**src/rtl/acra_pkg.sv**
```systemverilog
// Shared types and helpers for the ACRA adder arbiter.
// Optional feature macro: ACRA_FORCE_EXACT_EN (adds force_exact input).
package acra_pkg;

  typedef enum logic [1:0] {
    ST_IDLE,
    ST_HOLD,
    ST_RESP
  } acra_state_e;

  function automatic int acra_segs(input int w);
    return w / 2;
  endfunction

  function automatic int acra_lw(input int w);
    return $clog2(w / 2 + 1);
  endfunction

  // Level L marks the L low-order segments approximate, clamped to segs.
  function automatic logic [31:0] acra_therm(
    input int unsigned lvl,
    input int unsigned segs
  );
    int unsigned l;
    l = (lvl > segs) ? segs : lvl;
    acra_therm = '0;
    for (int unsigned k = 0; k < 32; k++)
      if (k < l) acra_therm[k] = 1'b1;
  endfunction

endpackage

```
**src/rtl/acra_rr_arbiter.sv**
```systemverilog
// Rotating-priority one-hot grant; search starts just after i_last.
// Purely combinational.
module acra_rr_arbiter #(
  parameter int NREQ = 4,
  parameter int IW   = 2
) (
  input  logic [NREQ-1:0] i_req,
  input  logic [IW-1:0]   i_last,
  output logic [NREQ-1:0] o_gnt,
  output logic [IW-1:0]   o_idx,
  output logic            o_any
);

  logic [IW-1:0] w_idx;

  always_comb begin
    o_gnt = '0;
    o_idx = '0;
    o_any = 1'b0;
    w_idx = '0;
    for (int i = 1; i <= NREQ; i++) begin
      w_idx = IW'((int'(i_last) + i) % NREQ);
      if (!o_any && i_req[w_idx]) begin
        o_gnt[w_idx] = 1'b1;
        o_idx        = w_idx;
        o_any        = 1'b1;
      end
    end
  end

endmodule

```
**src/rtl/acra_adder_arbiter.sv**
```systemverilog
// Shares one ACRA adder between NREQ requesters, round-robin.
// Optional feature macro: ACRA_FORCE_EXACT_EN (force_exact input).
module acra_adder_arbiter
  import acra_pkg::*;
#(
  parameter int NREQ      = 4,
  parameter int WIDTH     = 8,
  parameter int SEGS      = acra_segs(WIDTH),
  parameter int ADDER_LAT = 1,
  parameter int LW        = acra_lw(WIDTH)
) (
  input  logic                    clk,
  input  logic                    rst,
  input  logic [NREQ-1:0]         req_valid,
  output logic [NREQ-1:0]         req_ready,
  input  logic [NREQ*WIDTH-1:0]   req_a,
  input  logic [NREQ*WIDTH-1:0]   req_b,
  input  logic [NREQ-1:0]         req_cin,
  input  logic [NREQ*LW-1:0]      req_lvl,
`ifdef ACRA_FORCE_EXACT_EN
  input  logic                    force_exact,
`endif
  output logic [WIDTH-1:0]        add_a,
  output logic [WIDTH-1:0]        add_b,
  output logic                    add_cin,
  output logic [SEGS-1:0]         add_sapp,
  input  logic [WIDTH-1:0]        add_sum,
  input  logic                    add_cout,
  output logic                    rsp_valid,
  input  logic                    rsp_ready,
  output logic [$clog2(NREQ)-1:0] rsp_id,
  output logic [WIDTH-1:0]        rsp_sum,
  output logic                    rsp_cout,
  output logic                    rsp_approx
);

  localparam int IW = $clog2(NREQ);
  localparam int CW = $clog2(ADDER_LAT + 1);

  acra_state_e      r_state;
  logic [IW-1:0]    r_last;
  logic [CW-1:0]    r_cnt;
  logic [WIDTH-1:0] r_a;
  logic [WIDTH-1:0] r_b;
  logic             r_cin;
  logic [SEGS-1:0]  r_sapp;
  logic             r_rsp_valid;
  logic [IW-1:0]    r_rsp_id;
  logic [WIDTH-1:0] r_rsp_sum;
  logic             r_rsp_cout;
  logic             r_rsp_approx;

  logic [NREQ-1:0]  w_gnt;
  logic [IW-1:0]    w_gidx;
  logic             w_any;
  logic [LW-1:0]    w_lvl;
  logic [SEGS-1:0]  w_sapp;

  acra_rr_arbiter #(
    .NREQ (NREQ),
    .IW   (IW)
  ) u_arb (
    .i_req  (req_valid),
    .i_last (r_last),
    .o_gnt  (w_gnt),
    .o_idx  (w_gidx),
    .o_any  (w_any)
  );

`ifdef ACRA_FORCE_EXACT_EN
  assign w_lvl = force_exact ? '0 : req_lvl[w_gidx*LW +: LW];
`else
  assign w_lvl = req_lvl[w_gidx*LW +: LW];
`endif

  assign w_sapp    = SEGS'(acra_therm(32'(w_lvl), SEGS));
  assign req_ready = (r_state == ST_IDLE) ? w_gnt : '0;

  always_ff @(posedge clk or posedge rst) begin
    if (rst) begin
      r_state      <= ST_IDLE;
      r_last       <= IW'(NREQ - 1);
      r_cnt        <= '0;
      r_a          <= '0;
      r_b          <= '0;
      r_cin        <= 1'b0;
      r_sapp       <= '0;
      r_rsp_valid  <= 1'b0;
      r_rsp_id     <= '0;
      r_rsp_sum    <= '0;
      r_rsp_cout   <= 1'b0;
      r_rsp_approx <= 1'b0;
    end else begin
      unique case (r_state)
        ST_IDLE: begin
          if (w_any) begin
            r_a     <= req_a[w_gidx*WIDTH +: WIDTH];
            r_b     <= req_b[w_gidx*WIDTH +: WIDTH];
            r_cin   <= req_cin[w_gidx];
            r_sapp  <= w_sapp;
            r_last  <= w_gidx;
            r_cnt   <= CW'(ADDER_LAT - 1);
            r_state <= ST_HOLD;
          end
        end
        ST_HOLD: begin
          if (r_cnt == '0) begin
            r_rsp_sum    <= add_sum;
            r_rsp_cout   <= add_cout;
            r_rsp_approx <= |r_sapp;
            r_rsp_id     <= r_last;
            r_rsp_valid  <= 1'b1;
            r_state      <= ST_RESP;
          end else begin
            r_cnt <= r_cnt - 1'b1;
          end
        end
        ST_RESP: begin
          if (rsp_ready) begin
            r_rsp_valid <= 1'b0;
            r_state     <= ST_IDLE;
          end
        end
        default: r_state <= ST_IDLE;
      endcase
    end
  end

  assign add_a      = r_a;
  assign add_b      = r_b;
  assign add_cin    = r_cin;
  assign add_sapp   = r_sapp;
  assign rsp_valid  = r_rsp_valid;
  assign rsp_id     = r_rsp_id;
  assign rsp_sum    = r_rsp_sum;
  assign rsp_cout   = r_rsp_cout;
  assign rsp_approx = r_rsp_approx;

endmodule

```
**config.mk**
```make
export PLATFORM = sky130hd
export DESIGN_NAME = acra_adder_arbiter
export DESIGN_NICKNAME = d
export VERILOG_FILES = /design/src/rtl/acra_pkg.sv /design/src/rtl/acra_rr_arbiter.sv /design/src/rtl/acra_adder_arbiter.sv
export SDC_FILE = /design/constraint.sdc
export NUM_CORES = 1
export LEC_CHECK = 0
export BUFFER_PORTS_ARGS = -buffer_cell sky130_fd_sc_hd__buf_2
export CELL_PAD_IN_SITES_DETAIL_PLACEMENT = 2
export CELL_PAD_IN_SITES_GLOBAL_PLACEMENT = 2
export CORE_ASPECT_RATIO = 1.1
export CORE_MARGIN = 5
export CORE_UTILIZATION = 24
export CTS_CLUSTER_SIZE = 20
export DETAILED_ROUTE_END_ITERATION = 16
export PLACE_DENSITY_LB_ADDON = 0.1
export SYNTH_ARGS = -nofsm -noshare
export SYNTH_HDL_FRONTEND = slang
export SYNTH_SLANG_ARGS = --single-unit
```
**constraint.sdc**
```tcl
create_clock -name clk -period 3.4 [get_ports clk]
set_input_delay 0.51 -clock clk [delete_from_list [all_inputs] [get_ports clk]]
set_output_delay 0.51 -clock clk [all_outputs]
set_load 0.02 [all_outputs]
```
Word-level counts from Yosys, hierarchy flattened
Cells that the tools add are included.

Register bits: 39. Latch bits: 0. Bits in writable memories: 0. ROM bits: 0. Input port bits: 96. Output and inout bits: 38. Logic and storage cells: 109. Memories kept: 0.

$add $sub $neg: 5. $mul: 1. Div/mod/pow operators: 0. Order comparisons: 14. Eq/ne operators: 5. Shift-type cells: 3. Mux-type cells: 46. Bitwise gates (word level): 4. Reductions and logical operators: 19.

Operator list (number): 32-bit by 6-bit indexed part select with 8-bit output (2); 1-bit 2-to-1 mux (21); 4-bit 2-to-1 mux (5); 2-bit by 3-bit less-than comparator with 1-bit output, second input constant (5); 2-bit 2-to-1 mux (7); 4-bit bitwise OR (3); 12-bit by 5-bit indexed part select with 3-bit output (1); 1-bit binary-select mux with 2-bit select (5); 1-bit demux with 2-bit select (4); 2-bit by 1-bit >= comparator with 1-bit output, second input constant (4); 1-bit logical AND (7); 1-bit by 3-bit less-than comparator with 1-bit output, first input constant (2); 2-bit by 3-bit less-than comparator with 1-bit output, first input constant (2); 2-bit case mux with 3 select lines (1); 2-bit AND reduction (3); 3-bit AND reduction (2); 2-bit by 1-bit adder with 2-bit output, second input constant (2); 2-bit adder, second input constant (2); 2-bit by 2-bit multiplier with 4-bit output, second input constant (1); 2-bit inequality test, second input constant (2); 1-bit case mux with 2 select lines (2); 2-bit nonzero test (2); 4-bit OR reduction (1); 3-bit > comparator, second input constant (1); other kinds (8) (10).

Depth between registers and ports, before layout
Gate-level depths: netlist of the first run.

Depth after elaboration: 19. Depth in mapped cells: 12. Gate-level depth less buffers: 9.

Modules after synthesis
From an unflattened synthesis of the first run, not the netlist that was laid out.

Cell total of the unflattened synthesis: 209. Area total of the unflattened synthesis: 2578.7 sq um.

By module, submodules not included: acra_adder_arbiter (times used 1, cells each 123, area an instance 1949.4 sq um, sequential area each 953.4 sq um); acra_rr_arbiter (times used 1, cells each 86, area an instance 629.4 sq um, sequential area each 0.0 sq um).

Worst setup path before layout of the first run
No wires, ideal clock.

Path type: flip-flop to output port. Start point: register r_last[0]. End point: output port req_ready[0]. Arrival: 3044 ps. Data required time: 2890 ps. Path slack: -154 ps. Cell stages (with the launch flop): 9. Cell sequence: dfstp_2 buf_2 inv_1 ha_1 mux4_2 or3_1 nor2_1 a221oi_1 nor3_1.

Cells in the longest elaborated chain, start to end: 14. Elaborated cells on any way between the ends: 49. Classes of those cells: add/sub (4); order compare (8); mux (24); bitwise (3); reduce/logical (10).

RTL lines: start: declaration (RTL line acra_adder_arbiter.sv:41) `logic [IW-1:0] r_last;`; start signal: assignment (RTL line acra_adder_arbiter.sv:82) `r_last <= IW'(NREQ - 1);`; start signal: assignment (RTL line acra_adder_arbiter.sv:101) `r_last <= w_gidx;`; parallel branches: the longest is 12 deep, another holds 2-bit by 3-bit less-than comparator with 1-bit output; 4-bit 2-to-1 mux (*) (RTL line acra_rr_arbiter.sv:23) `if (!o_any && i_req[w_idx]) begin`; 4-bit 2-to-1 mux (*) (RTL line acra_adder_arbiter.sv:77) `assign req_ready = (r_state == ST_IDLE) ? w_gnt : '0;`; end: declaration (RTL line acra_adder_arbiter.sv:15) `output logic [NREQ-1:0] req_ready,`.

Every way passes the cells marked *. The select of a mux whose other input is x is not followed.

Worst setup path after layout of the first run
Start point: register r_last[1]. End point: output port req_ready[3].

The elaborated chain is that of the path after synthesis.

==> out/summary.txt, run 1 <==
fillcell total - 1226
top post-synthesis cells by count - 36 x dfrtp_1, 34 x mux2i_1, 31 x mux2_2
clock skew - 0.00221 ns
Synth Instances - 233
Async SR Flop Fraction - 100%
hold_buf cts - 0
worst-path fanout max - 4
full die area - 12700 µm²
gpl congestion - 0.778
CTS sink cnt - 38
layout cell share with drive strength beyond 1 - 57.1%
Cell variety after synth - 33
Final ANT Viol Nets - 0
core area - 10300 µm²
final wirelength - 8490 µm
reg2reg start - r_last[1]
family with the most delay on the worst path - simple AND/OR/NAND/NOR gates
synth top area cells - dfrtp_1 36%, mux2_2 14%, mux2i_1 13%
fmax - 308 MHz
# DRC - 0
CTS H-Tree Depth - 2
first-pass GRT wire length - 13700 µm
Slew Viols, Final - 0
P_leak - 1.83 nW
area growth from synthesis to layout - 45.7%
#FFs+latches synth - 38
Pwr Total - 4.45 mW
initial antenna violation count - 4
total gr overflow - 0
EDFF count, synth - 0
Iter 0 DRT Violations - 55
DP Wirelength - 6910 µm
post-synthesis sequential area ratio - 37.8%
CTS tree - done
Top FF cell, synth - dfrtp_1
Root Driver - clkbuf_16
Post-Syn Nets - 337
largest net degree at the start of global routing - 39
Mapped Area - 2520 µm²
Wirelength per Cell - 16.4 µm
Largest stage delay, worst path - 0.55 ns
syn avg cell area - 10.8 µm²
worst-path cell with the longest stage delay - dfstp_2
crit path cell chain - clkinvlp_4 > ha_4 > mux4_2 > or3_4 > nor2_4 > a221oi_1 > nor3_2 > buf_4
Critical Path RT - 2.89 ns
vias in the first global route - 2647
post-route minimum period - 3.25 ns
Port Buffer Count - 133
Initial Util - 24.4%
final core occ - 35.5%
cell accounting for the most synthesized area - dfrtp_1
Skew-Pair Late Insertion Delay - 0.28 ns
worst-margin pin slew - 0.824 ns
Critical Path End Type - primary output
Synth warnings - 0
die width - 108 µm
worst setup path startpoint - r_last[1]
cell with the most instances after synthesis - dfrtp_1
worst hold path type - in2async
Arr. time, crit path - 2.74 ns
CP bufs+invs - 2
total number of vias - 2360
Vias per Instance - 4.55
maximum vdd ir drop - 307 µV
Core Rows - 39
Final Hold Fails - 0
io pins - 134
max_cap viols - 0
clk slew on worst S/H paths - 0.06 ns
Total GRT Usage - 13.6%
Rel. slew slack - 45.0%
Die Y - 117 µm
CTS Buffer Depth - 2
final setup vio count - 0
CTS buffer count - 5
nets@finish - 478
Final period util - 95.6%
power per cell area - 1210 nW/µm²
status - finished, final reports clean
CP startpoint kind - flop
top cell type's share of synthesized area - 35.7%
1st-pass router iterations - 4
Crit Path Class - reg2out
-- cells by family (layout without fill, tap and decap cells) --
kind of cell	after synthesis	count (layout)	synth area share [%]
muxes	72	72	33.7
xor gates and xnor gates	1	1	0.347
buffers and inverters	25	167	5.06
AOI/OAI and AO/OA	43	43	10.9
DFF	38	38	37.8
and+or+nand+nor	46	46	8.19
other	0	1	0
adders and majority gates	8	8	3.97
-- registers in the layout, indices dropped and copies added (netlist names) --
| register | cells |
|---|---|
| rsp_id | 2 |
| r_state | 2 |
| r_last | 2 |
| add_sapp | 4 |
| add_b | 8 |
| rsp_sum | 8 |
| add_cin | 1 |
| rsp_valid | 1 |
| rsp_approx | 1 |
| add_a | 8 |
| rsp_cout | 1 |
-- per-stage QoR --
stage / worst slack [ns] / instances / hold WS (ns) / cell area [µm²] / setup TNS [ns]
final: 0.149 / 519 / 0.389 / 3670 / 0
after global routing: -0.0196 / 518 / 0.459 / 3670 / -0.0196
after CTS: 0.0187 / 511 / 0.433 / 3600 / 0
after detailed placement: 0.128 / 503 / 0.480 / 3390 / 0
after global placement: 0.207 / 503 / 0.465 / 3390 / 0
after floorplan: 0.0103 / 233 / 0.522 / 2540 / 0
-- path summary, 6_finish.rpt --
path	end	cells past startpoint	slack, ns
worst max-delay path	req_ready[3]	8	0.15
worst min-delay path	rsp_sum[5]	2	0.39
worst max register to register	add_sapp[0]	9	0.22
worst min register to register	add_a[1]	2	0.49
max in group asynchronous	add_b[1]	2	2.48
min in group clk	rsp_sum[1]	2	0.46
-- routing by layer --
metal / routed length (µm) / vias to the layer above / track usage (%)
met2: 4330 / 80 / 23.4
met5: 55 / - / 0
met1: 3280 / 1135 / 15.4
li1: - / 1123 / -
met3: 735 / 14 / 5.87
met4: 91 / 8 / 3.08
-- layout by cell type (no fill, tap or decap), drive strengths merged, types with 6 or more instances in the layout --
master and n:
dfrtp 36, mux2 31, a21oi 6, mux4 7, nand2 24, inv 8
buf 150, nor2 9, o21ai 24, mux2i 34, ha 8
-- power breakdown --
part           total [mW]  internal (mW)  switching [mW]
Sequential          0.842          0.697           0.145
Clock               0.612          0.422           0.190
Combinational        2.99           1.41            1.58
-- area by class of cell --
cell class,instances,area (µm²),area share (%)
diodes,1,2.50,0.0681
clock buffers,5,125,3.41
clock inverters,3,68.8,1.87
inverters,9,37.5,1.02
multi-input cells,170,1510,41.1
flip-flops and latches,38,953,26.0
well taps,143,179,4.87
repair buffers,150,798,21.7
-- worst register-to-register path: cells and delay by family, from the launching register on --
kind / cells / cell delay, ns
compound gates: 3 / 0.59
fa+ha+maj: 1 / 0.31
buf+inv: 1 / 0.13
flops: 1 / 0.55
mux: 2 / 1.13
simple gates: 2 / 0.35
-- what timing repair did --
action / CTS / global route
pin swaps: 0 / 3
gates resized for setup: 2 / 6
cloned: 0 / 0
buffers inserted: 0 / 7
endpoints found under the setup margin: 4 / 4
Power figures use the tool's default switching activity.
==> run 2: changes to the inputs <==
--- a/config.mk
+++ b/config.mk
@@ -5,12 +5,13 @@
 export SDC_FILE = /design/constraint.sdc
 export NUM_CORES = 1
 export LEC_CHECK = 0
+export ABC_AREA = 1
 export BUFFER_PORTS_ARGS = -buffer_cell sky130_fd_sc_hd__buf_2
 export CELL_PAD_IN_SITES_DETAIL_PLACEMENT = 2
 export CELL_PAD_IN_SITES_GLOBAL_PLACEMENT = 2
 export CORE_ASPECT_RATIO = 1.1
 export CORE_MARGIN = 5
-export CORE_UTILIZATION = 24
+export CORE_UTILIZATION = 22
 export CTS_CLUSTER_SIZE = 20
 export DETAILED_ROUTE_END_ITERATION = 16
 export PLACE_DENSITY_LB_ADDON = 0.1
==> run 2 against run 1 <==
Compared with the run above:
- sequential cell count did not move
- core utilization fell by 5.6 points
- wire length rose by 30%
- maximum frequency rose by 4.2%
- clock skew rose by 0.0036 ns
- area after synthesis rose by 14%
- sequential share of layout area fell by 0.98 points
- design area rose by 3.9%
- non-clock buffer count fell by 10
- first-iteration DRC count rose by 87%
- critical path type unchanged
- highest routed layer is now met4
==> out/summary.txt, run 2 <==
Critical Path RT - 2.89 ns (about the same)
Root Driver - clkbuf_16 (unchanged)
clock skew - 0.00583 ns (was 0.00221 ns)
crit path cell chain - clkinvlp_4 > ha_2 > inv_1 > nand2_4 > nand2_8 > nor3_2 > nand3_1 > o21ai_0 > nand2_1 > inv_1 > buf_2 (was clkinvlp_4 > ha_4 > mux4_2 > or3_4 > nor2_4 > a221oi_1 > nor3_2 > buf_4)
initial antenna violation count - 0 (was 4)
setup TNS - 0 ns (unchanged)
Iter 0 DRT Violations - 103 (was 55)
status - finished, final reports clean (unchanged)
CTS H-Tree Depth - 2 (unchanged)
worst hold path type - in2async (unchanged)
Largest stage delay, worst path - 0.63 ns (was 0.55 ns)
Post-Syn Nets - 517 (was 337)
max_cap viols - 0 (unchanged)
Final ANT Viol Nets - 0 (unchanged)
worst setup path startpoint - r_last[1] (unchanged)
post-route minimum period - 3.12 ns (was 3.25 ns)
Crit Path Class - reg2out (unchanged)
most common cell after layout, fill and taps aside - nand2_1 (was buf_2)
Wirelength per Cell - 15.8 µm (was 16.4 µm)
die width - 119 µm (was 108 µm)
Rel. slew slack - 53.5% (was 45.0%)
Port Buffer Count - 133 (unchanged)
Slew Viols, Final - 0 (unchanged)
CTS buffer count - 5 (unchanged)
total number of vias - 3144 (was 2360)
nets@finish - 647 (was 478)
# diodes - 0 (was 1)
Skew-Pair Late Insertion Delay - 0.28 ns (about the same)
#FFs+latches synth - 38 (unchanged)
Final period util - 91.7% (was 95.6%)
# DRC - 0 (unchanged)
Mapped Area - 2880 µm² (was 2520 µm²)
CTS tree - done (unchanged)
Critical Path End Type - primary output (unchanged)
worst-margin pin slew - 0.696 ns (was 0.824 ns)
CTS sink cnt - 38 (unchanged)
Vias per Instance - 4.49 (was 4.55)
gpl congestion - 0.785 (was 0.778)
vias in the first global route - 3549 (was 2647)
worst-path fanout max - 8 (was 4)
most used cell along the critical path - inv_1
syn avg cell area - 6.97 µm² (was 10.8 µm²)
Total GRT Usage - 14.0% (was 13.6%)
Synth Instances - 413 (was 233)
1st-pass router iterations - 3 (was 4)
top post-synthesis cells by count - 136 x nand2_1, 56 x inv_1, 36 x dfrtp_1 (was 36 x dfrtp_1, 34 x mux2i_1, 31 x mux2_2)
layout cell share with drive strength beyond 1 - 34.6% (was 57.1%)
EDFF count, synth - 0 (unchanged)
Async SR Flop Fraction - 100% (unchanged)
fmax - 321 MHz (was 308 MHz)
first-pass GRT wire length - 17500 µm (was 13700 µm)
final wirelength - 11100 µm (was 8490 µm)
Die Y - 130 µm (was 117 µm)
reg2reg start - r_last[1] (unchanged)
post-synthesis sequential area ratio - 33.1% (was 37.8%)
CP startpoint kind - flop (unchanged)
largest net degree at the start of global routing - 39 (unchanged)
Core Rows - 43 (was 39)
clk slew on worst S/H paths - 0.06 ns (about the same)
synth top area cells - dfrtp_1 31%, nand2_1 18%, inv_1 7.3% (was dfrtp_1 36%, mux2_2 14%, mux2i_1 13%)
top cell type's share of synthesized area - 31.3% (was 35.7%)
worst-path cell with the longest stage delay - dfstp_2 (unchanged)
Arr. time, crit path - 2.61 ns (was 2.74 ns)
final setup vio count - 0 (unchanged)
area growth from synthesis to layout - 32.5% (was 45.7%)
core area - 12800 µm² (was 10300 µm²)
DP Wirelength - 8960 µm (was 6910 µm)
cell accounting for the most synthesized area - dfrtp_1 (unchanged)
most frequent cells in the layout - 136 x nand2_1, 133 x buf_2, 54 x inv_1, 36 x dfrtp_1 (was 131 x buf_2, 36 x dfrtp_1, 34 x mux2i_1, 31 x mux2_2, 24 x nand2_1)
full die area - 15500 µm² (was 12700 µm²)
RSZ-0062 raised after global routing - false
CTS Buffer Depth - 2 (unchanged)
Final Hold Fails - 0 (unchanged)
io pins - 134 (unchanged)
Synth warnings - 0 (unchanged)
hold_buf cts - 0 (unchanged)
Initial Util - 22.6% (was 24.4%)
total gr overflow - 0 (unchanged)
Cell variety after synth - 35 (was 33)
Top FF cell, synth - dfrtp_1 (unchanged)
cell with the most instances after synthesis - nand2_1 (was dfrtp_1)
## run 2: critical path, delay by kind of cell, from the launching register on
kind / cells / cell delay (ns)
compound gates: 1 / 0.21
fa+ha+maj: 1 / 0.40
buf+inv: 4 / 0.48
flops: 1 / 0.63
simple gates: 5 / 0.62
## run 2: repair_timing
action | CTS | global route
setup buffers | 0 | 2
setup endpoints to repair | 0 | 4
gates resized for setup | 0 | 2
## run 2: per-layer routing
metal | global-route usage (%) | part of all wire [%] | vias up
met4 | 1.43 | 0.38 | 0
met5 | 0 | 0 | -
met2 | 28.0 | 54 | 65
met3 | 3.90 | 5.1 | 4
li1 | - | - | 1583
met1 | 15.2 | 40 | 1492
## run 2: final timing paths
path	end	slack, ns	cells past startpoint
min in group clk	rsp_sum[6]	0.44	3
hold / removal	rsp_cout	0.33	3
max in group asynchronous	r_last[1]	2.69	3
setup / recovery	req_ready[0]	0.28	11
setup reg to reg	add_b[1]	0.50	14
hold reg to reg	rsp_sum[0]	0.47	2
## run 2: cell families after synthesis
family / share of synthesized area, %
and+or+nand+nor: 32.8
AOI/OAI and AO/OA: 17.9
buffers and inverters: 12.7
DFF: 33.1
adders and majority gates: 3.48
## run 2: area by class of cell
type / instances / area [µm²]
Inverter: 61 / 238
Tap cell: 157 / 196
Fill cell: 1577 / 8930
Clock inverter: 1 / 5.00
Timing Repair Buffer: 140 / 718
Sequential cell: 38 / 953
Clock buffer: 7 / 143
Multi-Input combinational cell: 297 / 1560
## run 2: metrics by stage
stage          std cells  instance area (µm²)  setup WS (ns)  hold slack (ns)  util, %
3_5_place_dp         691                 3650          0.339            0.462     28.6
6_report             701                 3820          0.282            0.334     29.9
5_1_grt              701                 3820         0.0167            0.399     29.9
2_1_floorplan        413                 2880          0.813            0.520        -
3_3_place_gp         691                 3650          0.445            0.448     28.6
4_1_cts              699                 3800          0.115            0.366     29.8
Power of run 2 is not shown: default switching activity piles up to over one toggle a cycle in this logic, so the estimate is an artifact.
